File: config.mk
export PLATFORM = sky130hd
export DESIGN_NAME = sin_rom_sched_flat
export DESIGN_NICKNAME = d
export VERILOG_FILES = /design/src/rtl/sin_sched_pkg.sv /design/src/rtl/sin_rom_sched_if.sv /design/src/rtl/sin_phase_bank.sv /design/src/rtl/sin_rom_sched.sv /design/src/flat_wrapper.sv
export SDC_FILE = /design/constraint.sdc
export NUM_CORES = 1
export LEC_CHECK = 0
export BUFFER_PORTS_ARGS = -buffer_cell sky130_fd_sc_hd__buf_2
export CORE_MARGIN = 1.5
export CORE_UTILIZATION = 60
export CTS_BUF_LIST = sky130_fd_sc_hd__clkbuf_8
export DETAILED_ROUTE_END_ITERATION = 8
export GPL_ROUTABILITY_DRIVEN = 0
export PLACE_DENSITY = 0.8
export SLEW_MARGIN = 20
export SYNTH_ARGS = -nofsm -noshare
export SYNTH_HDL_FRONTEND = slang
export SYNTH_HIERARCHICAL = 1
export SYNTH_SLANG_ARGS = --single-unit
File: constraint.sdc
create_clock -name clk -period 11 [get_ports clk]
set_clock_uncertainty 0.2 [all_clocks]
set_input_delay 0 -clock clk [delete_from_list [all_inputs] [get_ports clk]]
set_output_delay 0 -clock clk [all_outputs]
set_load 0.005 [all_outputs]
File: src/rtl/sin_sched_pkg.sv
`default_nettype none
// ============================================================================
// Module   : sin_sched_pkg
// Purpose  : Shared types and constants for the time-shared sine ROM scheduler.
// Revision : 1.0 - initial release
// ============================================================================
package sin_sched_pkg;

    typedef enum logic [1:0] {
        ST_IDLE  = 2'd0,
        ST_RUN   = 2'd1,
        ST_DRAIN = 2'd2
    } sched_state_t;

    localparam int ROM_LAT    = 1;
    // Address register plus the ROM's own read register.
    localparam int PIPE_DEPTH = ROM_LAT + 1;

    function automatic int mix_width(input int data_w, input int num_ch);
        return data_w + $clog2(num_ch);
    endfunction

endpackage
`default_nettype wire

File: src/rtl/sin_rom_sched_if.sv
`default_nettype none
// ============================================================================
// Module   : sin_rom_sched_if
// Purpose  : Control, ROM and sample/mix bus of the sine ROM scheduler.
// Revision : 1.0 - initial release
// ============================================================================
interface sin_rom_sched_if
    import sin_sched_pkg::*;
#(
    parameter int NUM_CH      = 4,
    parameter int PHASE_WIDTH = 24,
    parameter int ADDR_WIDTH  = 8,
    parameter int DATA_WIDTH  = 16
) ();
    localparam int CH_W  = $clog2(NUM_CH);
    localparam int MIX_W = mix_width(DATA_WIDTH, NUM_CH);

    logic                   tick;
    logic [NUM_CH-1:0]      ch_en;
    logic                   wr_en;
    logic [CH_W-1:0]        wr_ch;
    logic [PHASE_WIDTH-1:0] wr_fcw;
    logic                   phase_clr;
    logic [ADDR_WIDTH-1:0]  rom_addr;
    logic [DATA_WIDTH-1:0]  rom_dout;
    logic                   smp_valid;
    logic [CH_W-1:0]        smp_ch;
    logic [DATA_WIDTH-1:0]  smp_data;
    logic                   mix_valid;
    logic [MIX_W-1:0]       mix_data;
    logic                   busy;
    logic                   tick_miss;

    modport master (
        output tick, ch_en, wr_en, wr_ch, wr_fcw, phase_clr, rom_dout,
        input  rom_addr, smp_valid, smp_ch, smp_data, mix_valid, mix_data,
               busy, tick_miss
    );

    modport slave (
        input  tick, ch_en, wr_en, wr_ch, wr_fcw, phase_clr, rom_dout,
        output rom_addr, smp_valid, smp_ch, smp_data, mix_valid, mix_data,
               busy, tick_miss
    );
endinterface
`default_nettype wire

File: src/rtl/sin_phase_bank.sv
`default_nettype none
// ============================================================================
// Module   : sin_phase_bank
// Purpose  : Per-channel phase accumulators and FCW registers with step/clear.
// Revision : 1.0 - initial release
// ============================================================================
module sin_phase_bank
    import sin_sched_pkg::*;
#(
    parameter int NUM_CH      = 4,
    parameter int PHASE_WIDTH = 24,
    parameter int ADDR_WIDTH  = 8,
    parameter int CH_W        = $clog2(NUM_CH)
) (
    input  wire                    clk,
    input  wire                    rst,
    input  wire                    i_wr_en,
    input  wire [CH_W-1:0]         i_wr_ch,
    input  wire [PHASE_WIDTH-1:0]  i_wr_fcw,
    input  wire                    i_step,
    input  wire [CH_W-1:0]         i_step_ch,
    input  wire                    i_clr,
    input  wire [CH_W-1:0]         i_rd_ch,
    output logic [ADDR_WIDTH-1:0]  o_rd_msb
);
    logic [ADDR_WIDTH-1:0] w_msb [NUM_CH];

    generate
        for (genvar g = 0; g < NUM_CH; g++) begin : g_ch
            logic [PHASE_WIDTH-1:0] r_phase;
            logic [PHASE_WIDTH-1:0] r_fcw;

            // The step reads r_fcw before a same-cycle write lands.
            always_ff @(posedge clk or posedge rst) begin
                if (rst) begin
                    r_phase <= '0;
                    r_fcw   <= '0;
                end else begin
                    if (i_wr_en && (i_wr_ch == CH_W'(g)))
                        r_fcw <= i_wr_fcw;
                    if (i_clr)
                        r_phase <= '0;
                    else if (i_step && (i_step_ch == CH_W'(g)))
                        r_phase <= r_phase + r_fcw;
                end
            end

            assign w_msb[g] = r_phase[PHASE_WIDTH-1 -: ADDR_WIDTH];
        end
    endgenerate

    assign o_rd_msb = w_msb[i_rd_ch];

endmodule
`default_nettype wire

File: src/rtl/sin_rom_sched.sv
`default_nettype none
// ============================================================================
// Module   : sin_rom_sched
// Purpose  : Round-robin sharing of one sine ROM among NUM_CH DDS channels,
//            with per-channel sample tagging and a per-frame signed mix.
// Revision : 1.0 - initial release
// ============================================================================
module sin_rom_sched
    import sin_sched_pkg::*;
#(
    parameter int NUM_CH      = 4,
    parameter int PHASE_WIDTH = 24,
    parameter int ADDR_WIDTH  = 8,
    parameter int DATA_WIDTH  = 16
) (
    input  wire            clk,
    input  wire            rst,
    sin_rom_sched_if.slave bus
);
    localparam int CH_W   = $clog2(NUM_CH);
    localparam int MIX_W  = mix_width(DATA_WIDTH, NUM_CH);
    localparam int DCNT_W = $clog2(PIPE_DEPTH + 2);

    sched_state_t          r_state, w_state_nxt;
    logic [CH_W-1:0]       r_slot, w_slot_nxt;
    logic [DCNT_W-1:0]     r_dcnt, w_dcnt_nxt;
    logic                  w_start;
    logic                  w_mix_fire;
    logic                  w_busy;
    logic                  w_slot_act;
    logic                  w_clr;
    logic [ADDR_WIDTH-1:0] w_rd_msb;

    logic [ADDR_WIDTH-1:0] r_rom_addr;
    logic [PIPE_DEPTH-1:0] r_pv;
    logic [CH_W-1:0]       r_pch [PIPE_DEPTH];
    logic                  r_smp_valid;
    logic [CH_W-1:0]       r_smp_ch;
    logic [DATA_WIDTH-1:0] r_smp_data;
    logic [MIX_W-1:0]      r_acc;
    logic                  r_mix_valid;
    logic [MIX_W-1:0]      r_mix_data;
    logic                  r_tick_miss;

    assign w_busy     = (r_state != ST_IDLE);
    assign w_slot_act = (r_state == ST_RUN) && bus.ch_en[r_slot];
    assign w_clr      = bus.phase_clr && (r_state == ST_IDLE);

    always_comb begin
        w_state_nxt = r_state;
        w_slot_nxt  = r_slot;
        w_dcnt_nxt  = r_dcnt;
        w_start     = 1'b0;
        w_mix_fire  = 1'b0;
        case (r_state)
            ST_IDLE: begin
                if (bus.tick) begin
                    w_state_nxt = ST_RUN;
                    w_slot_nxt  = '0;
                    w_start     = 1'b1;
                end
            end
            ST_RUN: begin
                if (r_slot == CH_W'(NUM_CH - 1)) begin
                    w_state_nxt = ST_DRAIN;
                    w_dcnt_nxt  = '0;
                end else begin
                    w_slot_nxt = r_slot + 1'b1;
                end
            end
            ST_DRAIN: begin
                // Last sample leaves the ROM PIPE_DEPTH cycles into drain;
                // the accumulator settles one cycle later.
                if (r_dcnt == DCNT_W'(PIPE_DEPTH))
                    w_mix_fire = 1'b1;
                if (r_dcnt == DCNT_W'(PIPE_DEPTH + 1))
                    w_state_nxt = ST_IDLE;
                else
                    w_dcnt_nxt = r_dcnt + 1'b1;
            end
            default: w_state_nxt = ST_IDLE;
        endcase
    end

    always_ff @(posedge clk or posedge rst) begin
        if (rst) begin
            r_state <= ST_IDLE;
            r_slot  <= '0;
            r_dcnt  <= '0;
        end else begin
            r_state <= w_state_nxt;
            r_slot  <= w_slot_nxt;
            r_dcnt  <= w_dcnt_nxt;
        end
    end

    sin_phase_bank #(
        .NUM_CH      (NUM_CH),
        .PHASE_WIDTH (PHASE_WIDTH),
        .ADDR_WIDTH  (ADDR_WIDTH),
        .CH_W        (CH_W)
    ) u_bank (
        .clk       (clk),
        .rst       (rst),
        .i_wr_en   (bus.wr_en),
        .i_wr_ch   (bus.wr_ch),
        .i_wr_fcw  (bus.wr_fcw),
        .i_step    (w_slot_act),
        .i_step_ch (r_slot),
        .i_clr     (w_clr),
        .i_rd_ch   (r_slot),
        .o_rd_msb  (w_rd_msb)
    );

    // Tag pipeline: stage 0 aligns with rom_addr, last stage with rom_dout.
    always_ff @(posedge clk or posedge rst) begin
        if (rst) begin
            r_rom_addr <= '0;
            for (int i = 0; i < PIPE_DEPTH; i++) begin
                r_pv[i]  <= 1'b0;
                r_pch[i] <= '0;
            end
        end else begin
            if (w_slot_act)
                r_rom_addr <= w_rd_msb;
            r_pv[0]  <= w_slot_act;
            r_pch[0] <= r_slot;
            for (int i = 1; i < PIPE_DEPTH; i++) begin
                r_pv[i]  <= r_pv[i-1];
                r_pch[i] <= r_pch[i-1];
            end
        end
    end

    always_ff @(posedge clk or posedge rst) begin
        if (rst) begin
            r_smp_valid <= 1'b0;
            r_smp_ch    <= '0;
            r_smp_data  <= '0;
            r_acc       <= '0;
            r_mix_valid <= 1'b0;
            r_mix_data  <= '0;
            r_tick_miss <= 1'b0;
        end else begin
            r_smp_valid <= r_pv[PIPE_DEPTH-1];
            if (r_pv[PIPE_DEPTH-1]) begin
                r_smp_ch   <= r_pch[PIPE_DEPTH-1];
                r_smp_data <= bus.rom_dout;
            end
            if (w_start)
                r_acc <= '0;
            else if (r_pv[PIPE_DEPTH-1])
                r_acc <= r_acc + {{(MIX_W-DATA_WIDTH){bus.rom_dout[DATA_WIDTH-1]}},
                                  bus.rom_dout};
            r_mix_valid <= w_mix_fire;
            if (w_mix_fire)
                r_mix_data <= r_acc;
            r_tick_miss <= bus.tick && w_busy;
        end
    end

    assign bus.rom_addr  = r_rom_addr;
    assign bus.smp_valid = r_smp_valid;
    assign bus.smp_ch    = r_smp_ch;
    assign bus.smp_data  = r_smp_data;
    assign bus.mix_valid = r_mix_valid;
    assign bus.mix_data  = r_mix_data;
    assign bus.busy      = w_busy;
    assign bus.tick_miss = r_tick_miss;

endmodule
`default_nettype wire

File: src/flat_wrapper.sv
// flat-port wrapper written by rule: the top's interface ports become plain ports
module sin_rom_sched_flat import sin_sched_pkg::*;
#(
    parameter int NUM_CH      = 4,
    parameter int PHASE_WIDTH = 24,
    parameter int ADDR_WIDTH  = 8,
    parameter int DATA_WIDTH  = 16
)
  (clk, rst, bus_tick, bus_ch_en, bus_wr_en, bus_wr_ch, bus_wr_fcw, bus_phase_clr, bus_rom_dout, bus_rom_addr, bus_smp_valid, bus_smp_ch, bus_smp_data, bus_mix_valid, bus_mix_data, bus_busy, bus_tick_miss);
  sin_rom_sched_if #(.NUM_CH(NUM_CH), .PHASE_WIDTH(PHASE_WIDTH), .ADDR_WIDTH(ADDR_WIDTH), .DATA_WIDTH(DATA_WIDTH)) bus_i ();
  input  wire clk;
  input  wire rst;
  input wire logic [$bits(bus_i.tick)-1:0] bus_tick;
  input wire logic [$bits(bus_i.ch_en)-1:0] bus_ch_en;
  input wire logic [$bits(bus_i.wr_en)-1:0] bus_wr_en;
  input wire logic [$bits(bus_i.wr_ch)-1:0] bus_wr_ch;
  input wire logic [$bits(bus_i.wr_fcw)-1:0] bus_wr_fcw;
  input wire logic [$bits(bus_i.phase_clr)-1:0] bus_phase_clr;
  input wire logic [$bits(bus_i.rom_dout)-1:0] bus_rom_dout;
  output wire logic [$bits(bus_i.rom_addr)-1:0] bus_rom_addr;
  output wire logic [$bits(bus_i.smp_valid)-1:0] bus_smp_valid;
  output wire logic [$bits(bus_i.smp_ch)-1:0] bus_smp_ch;
  output wire logic [$bits(bus_i.smp_data)-1:0] bus_smp_data;
  output wire logic [$bits(bus_i.mix_valid)-1:0] bus_mix_valid;
  output wire logic [$bits(bus_i.mix_data)-1:0] bus_mix_data;
  output wire logic [$bits(bus_i.busy)-1:0] bus_busy;
  output wire logic [$bits(bus_i.tick_miss)-1:0] bus_tick_miss;
  assign bus_i.tick = bus_tick;
  assign bus_i.ch_en = bus_ch_en;
  assign bus_i.wr_en = bus_wr_en;
  assign bus_i.wr_ch = bus_wr_ch;
  assign bus_i.wr_fcw = bus_wr_fcw;
  assign bus_i.phase_clr = bus_phase_clr;
  assign bus_i.rom_dout = bus_rom_dout;
  assign bus_rom_addr = bus_i.rom_addr;
  assign bus_smp_valid = bus_i.smp_valid;
  assign bus_smp_ch = bus_i.smp_ch;
  assign bus_smp_data = bus_i.smp_data;
  assign bus_mix_valid = bus_i.mix_valid;
  assign bus_mix_data = bus_i.mix_data;
  assign bus_busy = bus_i.busy;
  assign bus_tick_miss = bus_i.tick_miss;
  sin_rom_sched #(.NUM_CH(NUM_CH), .PHASE_WIDTH(PHASE_WIDTH), .ADDR_WIDTH(ADDR_WIDTH), .DATA_WIDTH(DATA_WIDTH)) u_core (.clk(clk), .rst(rst), .bus(bus_i));
endmodule
## After elaboration in Yosys (flattened, before gate mapping)

Cells that the tools add are included.

- Order comparisons: 2
- Bitwise logic cells: 1
- Reduce and logical (&&, ||, !) cells: 25
- Muxes and demuxes: 29
- Equal/unequal tests: 15
- Add/subtract/negate cells: 7

Operators with widths:

| kind | count |
|---|---|
| $mux W24 | 8 |
| $add A24 B24 Y24 | 4 |
| $mux W18 | 2 |
| $add A18 B18 Y18 | 1 |
| $bmux W8 S2 | 1 |
| $mux W8 | 2 |
| $reduce_bool A2 Y1 | 8 |
| $eq A2 B2 Y1 const B | 7 |
| $mux W2 | 7 |
| $logic_and A1 B1 Y1 | 11 |
| $reduce_and A3 Y1 | 3 |
| $ne A2 B2 Y1 const B | 4 |
| $pmux W2 S2 | 2 |
| $eq A2 B1 Y1 const B | 3 |
| $logic_not A2 Y1 | 3 |
| $pmux W2 S3 | 1 |
| $mux W1 | 5 |
| $add A2 B1 Y2 const B | 2 |
| $ge A3 B3 Y1 const B | 1 |
| $lt A2 B3 Y1 const B | 1 |
| $not A2 Y3 | 1 |
| $bmux W1 S2 | 1 |
| $ne A2 B1 Y1 const B | 1 |

- Bits in registers: 269
- Output and inout port bits: 48
- Word-level logic and storage cells: 101
- Input bits: 51

## Depth between registers and ports, before layout

Gate-level depths: netlist of the first run.

- Depth after elaboration: 6
- Mapped depth: 10
- Depth with buffers taken out: 10

## Hierarchy

Netlist of the first run, hierarchy kept.

Modules (own cells, without submodules):

| module | times used | cells an instance | sequential area each (sq um) | area an instance (sq um) |
|---|---|---|---|---|
| sin_phase_bank | 1 | 1,236 | 4,804.6 | 12,115.4 |
| sin_rom_sched | 1 | 376 | 1,926.8 | 3,792.4 |

## Worst setup path after synthesis of the first run

OpenSTA, ideal clock, no wires.

- Kind: reg2reg
- From: register u_core.r_slot[0]
- To: register u_core.u_bank.g_ch[0].r_phase[23]
- Library setup time: 0.125 ns
- Buffers on the path: 0
- Period minus slack after synthesis: 2.981 ns
- Arrival time: 2.656 ns
- Required time: 10.675 ns
- Stages on the path, launching flop included: 8
- Setup slack: 8.019 ns
- Cell sequence: dfrtp_1 mux4_2 nand3b_1 inv_2 or3b_1 or4_1 o211ai_1 mux2_2

- Cells in the longest elaborated chain, start to end: 5
- Elaborated cells on any way between the ends: 6
- Those cells by class: mux: 2; reduce/logical: 4

RTL lines:

| element | line | RTL |
|---|---|---|
| start, declared | sin_rom_sched.sv:25 | `logic [CH_W-1:0] r_slot, w_slot_nxt;` |
| start signal, assigned | sin_rom_sched.sv:92 | `r_slot <= w_slot_nxt;` |
| $bmux W1 S2 | sin_rom_sched.sv:46 | `assign w_slot_act = (r_state == ST_RUN) && bus.ch_en[r_slot];` |
| $mux W1 (implied by the code) | sin_rom_sched.sv:46 |  |
| $logic_and A1 B1 Y1 | sin_rom_sched.sv:46 |  |
| via u_core.w_slot_act | sin_rom_sched.sv:30 | `logic w_slot_act;` |
| $logic_and A1 B1 Y1 | sin_phase_bank.sv:43 | `else if (i_step && (i_step_ch == CH_W'(g)))` |
| $reduce_bool A2 Y1 (no source line) | -- |  |
| end signal, assigned | sin_phase_bank.sv:44 | `r_phase <= r_phase + r_fcw;` |
| end, declared | sin_phase_bank.sv:30 | `logic [PHASE_WIDTH-1:0] r_phase;` |

The timed path passes the listed nets, and every way through them passes these cells. The select of a mux whose other input is x is not followed.
A chain may end at the register's enable or synchronous reset.

## Worst setup path in the final report of the first run

Same ends and word-level chain as after synthesis.

==> results.txt, run 1 <==
The logs give 0 for the max capacitance violation total and 0 for the number of pins exceeding their max-slew limit in the final report. For the worst setup path, the data required time is 11.25 ns. For the post-synthesis instance total, the log shows 1612. Dividing the detail-routed wire length by the instance count gives 18.06 um.

The die covers 27500 um2. The Yosys step of the flow raised 6 warnings. After the last flow step, the layout net total stands at 1938. During placement, the flow inserted port buffers numbering 98. Data on the critical path arrives at its endpoint at 4.86 ns. Summed over all layers, the global routing overflow is 0. Setup total negative slack on the finished layout was measured at 0 ns. The H-tree generated during clock tree synthesis spans 2 levels. The analysis attributes to cell leakage a power of 8.632 nW. Setup repair after global routing left no endpoint under its margin.

The final layout contains routed wiring with a total length of 38560 um. The run gives 0 as the final setup violation count. The tightest hold path in the finished design has a slack of 0.02616 ns.

In the finished design, the share of the clock period the worst path needs comes to 41.87%. Entering global routing, the biggest net connects 140 pins. In this run the horizontal extent of the chip is 165.8 um. The clock reaches the later pin of the worst-skew pair after 0.57 ns. Of all nets on the critical path, the largest fanout is 33. The number of DRC markers in iteration 0 is 1080, and the synthesized area per cell is 9.868 um2. After clock tree synthesis, the clock-pin slew on the worst setup and hold paths is 0.07 ns. The first global-routing pass estimated 64690 um of wire. The run gives 3 as the number of buffers on the longest clock path. The area growth from synthesis to layout works out to 14.48%.

The number of register bits inferred by synthesis works out to 269. The pre-antenna-repair detailed-routing pass consisted of 5 iterations. In this run the worst hold path is classified as input pin to async pin. The hold violation count in the final report was 0.

The number of flops mapped to enable cells by yosys was 0. For this run, the top clock speed supported by timing is 217.1 MHz. Together, buffers and inverters on the worst path number 2. Headroom to the max-slew limit came out at 26.17%. For this run, asynchronously set or reset flops after synthesis account for 100.0%. Sorting the synthesized cells by area gives the leading types as dfrtp_1, ha_1, mux2_2. Synthesis instantiated 85 different standard cells from the library. After synthesis the cells add up to 15910 um2. The run finished with clean final reports. In the final layout, the multi-input gates occupy 8815 um2. After detailed routing, the number of remaining DRC violations is 0. The logs give 0 for the count of buffers added by post-CTS timing repair for setup and 69.89% for the final design utilization. In the final layout, flip-flops and latches occupy 6731 um2. The layout has 1912 filler cells. The slowest stage of the critical path is the dfrtp_1 cell. Counting I/O delays and the setup requirement, the final critical path takes 4.606 ns. In this run the power density over the cells is 253.5 nW/um2. By startpoint and endpoint, the worst setup path is classified as flip-flop to flip-flop. For the peak supply drop, the log shows 0.2500 mV. The critical path goes through mux4_2, dlygate4sd3_1, nand3b_1, inv_2, or3b_2, or4_1, o211ai_1, mux2_2. In this run, post-CTS repair resized a total of 0 instances. The run gives 13195 as the routed via count.

The number of antenna violations at the first check in global routing is 1, and the fraction of post-synthesis cell area in the top cell type by area is 42.32%. The share of final-layout standard cells stronger than drive strength 1 is 17.84%, and the die height is 165.8 um. The tree built by TritonCTS fans out to 269 sinks.

Once detail routing completed, the nets flagged for antenna violations numbered 0. For the pin with the worst max-slew slack, the measured transition is 1.104 ns. The ratio of routed vias to standard cells is 6.180, and the total chip power is 4.617 mW.

The element type at the critical path end is a flip-flop. For this run, the leading register cell type out of synthesis is dfrtp_1. On the worst path, the slowest cell contributes a delay of 0.90 ns.

The initialized floorplan defines 59 standard-cell rows. The cell taking the most area after synthesis is dfrtp_1. The number of clock buffers added by TritonCTS is 45. The initial core utilization is 61.05%.

The sequential-to-total area share from yosys stat was 42.32%. TritonCTS built the clock tree. On the critical path the largest part of the delay comes from simple AND/OR/NAND/NOR gates. During I/O placement, the number of pins put on the boundary was 99. The run gives 13037 as the via count of the first global-routing pass.

The wire-length estimate of the detail-placed layout is 26260 um. The logs give 28.38% for the combined global-route utilization of all metal layers and 26060 um2 for the core box area. Critical path startpoint category: a flip-flop. Buffers inserted to repair hold after CTS numbered 57. The run gives 1780 as the synthesized netlist net count. The tools report the root buffer cell as clkbuf_8.
worst reg2reg max path, delay by kind of cell (launching register included):
kind | cells | cell delay (ns)
AO/OA/AOI/OAI | 1 | 0.18
buffers and inverters | 2 | 0.88
flip-flops | 1 | 0.90
multiplexers | 2 | 0.71
AND/OR/NAND/NOR | 3 | 1.63
final cells by class:
cell class | instances | area share [%]
clock inverter | 16 | 0.5565
multi-input combinational | 1246 | 48.40
sequential | 269 | 36.96
antenna | 1 | 0.01374
tap | 335 | 2.302
clock buffer | 60 | 4.535
timing repair buffer | 168 | 6.362
inverter | 40 | 0.8657
final timing paths:
path                                                   start                                       endpoint  slack (ns)  cells after the start
worst max register to register  u_core/r_slot[0]$_DFFE_PP0P_  u_core/u_bank/g_ch[0].r_phase[23]$_DFFE_PP0P_        6.39                      8
worst min register to register     u_core/r_pch[2]$_DFF_PP0_                      u_core/r_pch[0]$_DFF_PP0_        0.16                      0
worst min-delay path                                     rst  u_core/u_bank/g_ch[2].r_phase[14]$_DFFE_PP0P_        0.03                      3
min in group clk                             bus_rom_dout[5]             u_core/bus.smp_data[5]$_DFFE_PP0P_        0.04                      3
max in group asynchronous                                rst     u_core/u_bank/g_ch[3].r_fcw[4]$_DFFE_PP0P_        9.30                      4
worst max-delay path            u_core/r_slot[0]$_DFFE_PP0P_  u_core/u_bank/g_ch[0].r_phase[23]$_DFFE_PP0P_        6.39                      8
metrics by stage:
| stage | cells | setup slack (ns) | instance area, um2 |
|---|---|---|---|
| 6_report | 2135 | 6.394 | 18210 |
| 5_1_grt | 2135 | 6.069 | 18210 |
| 4_1_cts | 2134 | 6.249 | 18210 |
| 3_5_place_dp | 2001 | 6.807 | 16710 |
| 3_3_place_gp | 2001 | 6.903 | 16710 |
| 2_1_floorplan | 1612 | 5.573 | 15910 |
flip-flops by register name (all words and copies together) (netlist names):
name	cells
u_core/bus.mix_data	18
u_core/bus.mix_valid	1
u_core/bus.rom_addr	8
u_core/bus.smp_ch	2
u_core/bus.smp_data	16
u_core/bus.smp_valid	1
u_core/bus.tick_miss	1
u_core/r_acc	18
u_core/r_dcnt	2
u_core/r_pch	4
u_core/r_pv	2
u_core/r_slot	2
u_core/r_state	2
u_core/u_bank/g_ch.r_fcw	96
u_core/u_bank/g_ch.r_phase	96
cell usage after synthesis, drive strengths merged (18+ instances only):
library cell and count:
xnor2 46, dfrtp 269, o21bai 18, clkbuf 47, and3 18, ha 112
nand2 243, mux2 116, nor2 76, nand3 51, a21o 47, nor3 29
inv 39, o21ai 65, or3 20, a21oi 145, a211oi 23
logic make-up after synthesis:
kind of cell | after synthesis | share of synthesized area, %
DFF | 269 | 42.32
buffers and inverters | 97 | 2.352
xor gates and xnor gates | 61 | 3.359
muxes | 135 | 10.11
adders and majority gates | 117 | 9.438
AOI/OAI and AO/OA | 414 | 16.98
and+or+nand+nor | 519 | 15.44
cell usage in the layout (no fill, tap or decap), types with 46 or more instances in the layout:
| master | count |
|---|---|
| a21o_1 | 46 |
| a21oi_1 | 145 |
| buf_2 | 98 |
| clkbuf_8 | 60 |
| dfrtp_1 | 269 |
| dlygate4sd3_1 | 57 |
| ha_1 | 112 |
| mux2_2 | 102 |
| nand2_1 | 242 |
| nand3_1 | 51 |
| nor2_1 | 76 |
| o21ai_0 | 55 |
| xnor2_1 | 46 |
where the power goes:
part / leakage (nW) / internal [mW] / switching [mW]
Clock: 0.513 / 0.509 / 0.403
Sequential: 3.41 / 1.31 / 0.247
Combinational: 4.71 / 0.942 / 1.21
Total: 8.63 / 2.76 / 1.86
metal layers:
layer | GRT usage, % | up-vias | part of all wire, %
met5 | 0 | - | 0
met1 | 36.45 | 6379 | 43
met4 | 11.75 | 0 | 3.9
li1 | - | 6217 | -
met3 | 4.480 | 112 | 5.4
met2 | 47.99 | 487 | 48
No activity file was read; power rests on OpenSTA's default activity.
==> run 2: changes to the inputs <==
Clock period 11 ns to 4.8 ns, I/O delays scaled along.
==> run 2 against run 1 <==
  * Flip-flop and latch count unchanged
  * Worst hold slack better by 0.016 ns
  * Register-to-register slack got worse by 5.0 ns
  * Critical path type unchanged
  * Largest power group unchanged
==> results.txt, run 2 (synthesis results as in run 1) <==
By startpoint and endpoint, the worst setup path is classified as flip-flop to flip-flop. The maximum number of pins on one net before global-route repair was 101 (-28%); the number of antenna violations at the first check in global routing was 0 (-1). The most frequent standard cell in the layout excluding fill and tap cells is dfrtp_1.

The combined global-route utilization of all metal layers was 28.55% (+0.17 points); the net switching power was 4.262 mW (+130%). The routed via count came out at 13185 (-0.076%). The worst setup path is launched from a flip-flop. Transition time at the pin with the least slew margin: 1.032 ns (-0.07203 ns).

The slowest stage of the critical path belongs to the cell nand3b_1. The peak per-stage delay on the critical path is 0.56 ns (-0.34 ns). In this run the critical register-to-register path is launched from u_core/r_slot[0]$_DFFE_PP0P_. The type of the most critical hold path was input pin to flip-flop.

STA classifies the critical path endpoint as a flip-flop. The run gives 20.2% (+0.5 points) as the clock group share of total power. The area of all placed cells without fillers is 18240 um2 (+0.15%), and the global route total overflow is 0 (unchanged). The total inserted antenna cells was 0 (-1); the H-tree depth reported by CTS was 2 (unchanged). The die height is 165.8 um (unchanged). The tools report the sum of routed wire length over all layers as 39100 um (+1.4%). For the total chip power, the log shows 10.66 mW (+130%).

The number of ports placed on the die boundary is 99 (unchanged). TritonCTS built the clock tree. The share of final-layout standard cells stronger than drive strength 1 is 17.75% (-0.095 points). The library cells used most frequently in the layout, excluding fill and tap cells, are dfrtp_1, nand2_1, a21oi_1. Clock tree synthesis selected as its root buffer the cell clkbuf_8. The tools report the highest attainable clock frequency as 296.5 MHz (+37%). The run finished with clean final reports.

The minimum period implied by the final worst setup slack was 3.373 ns (-1.233 ns). The run gives 2006 (+0.25%) as the total placed cells including tap cells. The run gives 59 (unchanged) as the number of placement rows.

Traced cell by cell, the critical path runs through buf_4, mux4_2, nand3b_1, inv_2, nand3b_1, buf_4, or4_1, nand3_1. The logs give 3.65 ns (-1.21 ns) for the worst endpoint data arrival time and 3 (unchanged) for the number of buffers on the longest clock path. The fraction of the cycle the final worst path needs is 70.26% (+28 points), and the clock-pin slew on the worst setup and hold paths is 0.06 ns (about the same). The final setup violation count came out at 0 (unchanged).

The count of unresolved DRC violations after routing was 0 (unchanged); the wire length of the first global-routing pass was 65110 um (+0.64%). The number of routed nets with antenna violations is 0 (unchanged). Peak supply drop: 0.4885 mV (+95%). In this run the worst setup path begins at u_core/r_slot[0]$_DFFE_PP0P_. The required time at the endpoint of the critical path came out at 5.07 ns (-6.18 ns). The register-to-register path setup slack is 1.43 ns (-4.97 ns). Setup repair after global routing left no endpoint under its margin. The post-place instance area was 16760 um2 (+0.28%). The maximum fanout count along the critical path is 20 (-39%). The endpoint identified for the worst register-to-register timing path is u_core/u_bank/g_ch[2].r_phase[16]$_DFFE_PP0P_. The max capacitance violation total was 0 (unchanged). The CTS buffer count was 46 (+2.2%).

The clock latency on the worst-skew pair is 0.56 ns (about the same), and the area growth from synthesis to layout is 14.65%. The initial core utilization is 61.05% (unchanged), and the HPWL after detailed placement is 26550 um (+1.1%). The via count of the first global-routing pass came out at 13143 (+0.81%). The most critical setup path has its endpoint at u_core/u_bank/g_ch[2].r_phase[16]$_DFFE_PP0P_. The ratio of routed vias to standard cells works out to 6.167 (-0.22%).

The number of cells upsized or downsized after cts came out at 0 (unchanged). The logs give 46.8% (+0.2 points) for the combinational cell fraction of total power and 0 (unchanged) for the hold violation count in the final report. The horizontal extent of the die is 165.8 um (unchanged), and the leakage power figure is 8.673 nW (+0.49%). The total iterations of the first detailed-routing run was 5 (unchanged); the power density of the placed cells was 584.5 nW/um2 (+130%).

The run gives 2138 (+0.14%) as the number of cells in the finished layout apart from fillers. The core box area was 26060 um2 (unchanged). Count of input and output buffers: 98 (unchanged). The largest registers in the layout are u_core/u_bank/g_ch.r_fcw x96, u_core/u_bank/g_ch.r_phase x96. The detail-routed net length per standard cell was 18.29 um (+1.2%); the count of nets after finishing was 1938 (unchanged).

The tools report the number of DRC markers in iteration 0 as 1090 (+0.93%). The count of clock tree sinks was 269 (unchanged). Count of cells along the worst register-to-register path: 8 (unchanged). The number of pins exceeding their max-slew limit in the final report was 0 (unchanged). The internal power was 6.399 mW (+130%); the relative slew slack was 31.18% (+5.0 points). The switching portion of total power is 39.98% (-0.32 points), and the area of the die is 27500 um2 (unchanged). The portion of total power attributed to sequential cells was 33.0% (-0.6 points). The tools report the setup total negative slack as 0 ns (unchanged).
run 2: critical path: cells and delay by family (launching register included):
| kind | cells | cell delay, ns |
|---|---|---|
| buffers and inverters | 3 | 0.95 |
| flip-flops | 1 | 0.37 |
| multiplexers | 1 | 0.36 |
| AND/OR/NAND/NOR | 4 | 1.41 |
run 2: layout make-up:
class	instances	area, um2
Clock inverter	23	172.7
Clock buffer	58	798.3
Timing Repair Buffer	167	1149
Sequential cell	269	6731
Tap cell	335	419.2
Fill cell	1941	7820
Inverter	40	153.9
Multi-Input combinational cell	1246	8815
run 2: routing by layer:
layer  up-vias  routed length (um)  global-route usage (%)
met5         -                   0                       0
met2       459               19160                   49.33
met3        87                1909                   3.718
met1      6405               16540                   36.02
met4         0                1487                   12.46
li1       6234                   -                       -
run 2: worst min-delay path by stage:
stage	startpoint	endpoint	slack, ns	cells past startpoint
floorplan	bus_wr_fcw[23]	u_core/u_bank/g_ch[0].r_fcw[23]$_DFFE_PP0P_	-0.08	2
global placement	rst	u_core/u_bank/g_ch[2].r_phase[22]$_DFFE_PP0P_	-0.007	2
detailed placement	rst	u_core/u_bank/g_ch[2].r_phase[22]$_DFFE_PP0P_	0.001	2
CTS	bus_rom_dout[12]	u_core/bus.smp_data[12]$_DFFE_PP0P_	0.002	3
global route	bus_rom_dout[12]	u_core/bus.smp_data[12]$_DFFE_PP0P_	0.02	3
finish	bus_rom_dout[12]	u_core/bus.smp_data[12]$_DFFE_PP0P_	0.04	3
run 2: power by group through the flow:
stage | clock (mW) | combinational [mW] | sequential, mW
3_3_place_gp | 0 | 4.66 | 3.50
6_report | 2.16 | 4.99 | 3.52
5_1_grt | 2.32 | 5.53 | 3.60
2_1_floorplan | 0 | 3.82 | 3.39
4_1_cts | 2.20 | 4.91 | 3.50
3_5_place_dp | 0 | 4.83 | 3.54
run 2: repair_timing:
item | 4_1_cts | 5_1_grt
hold buffers | 51 | 0
setup buffers | 0 | 0
hold endpoints to repair | 261 | 0
run 2: metrics by stage:
stage | hold slack [ns] | setup WS [ns] | util, %
after CTS | 0.002015 | 1.406 | 69.99
after detailed placement | 0.001416 | 1.449 | 64.31
final | 0.04171 | 1.427 | 69.99
after floorplan | -0.08316 | 1.819 | -
after global placement | -0.007223 | 1.549 | 64.31
after global routing | 0.02308 | 1.141 | 69.99
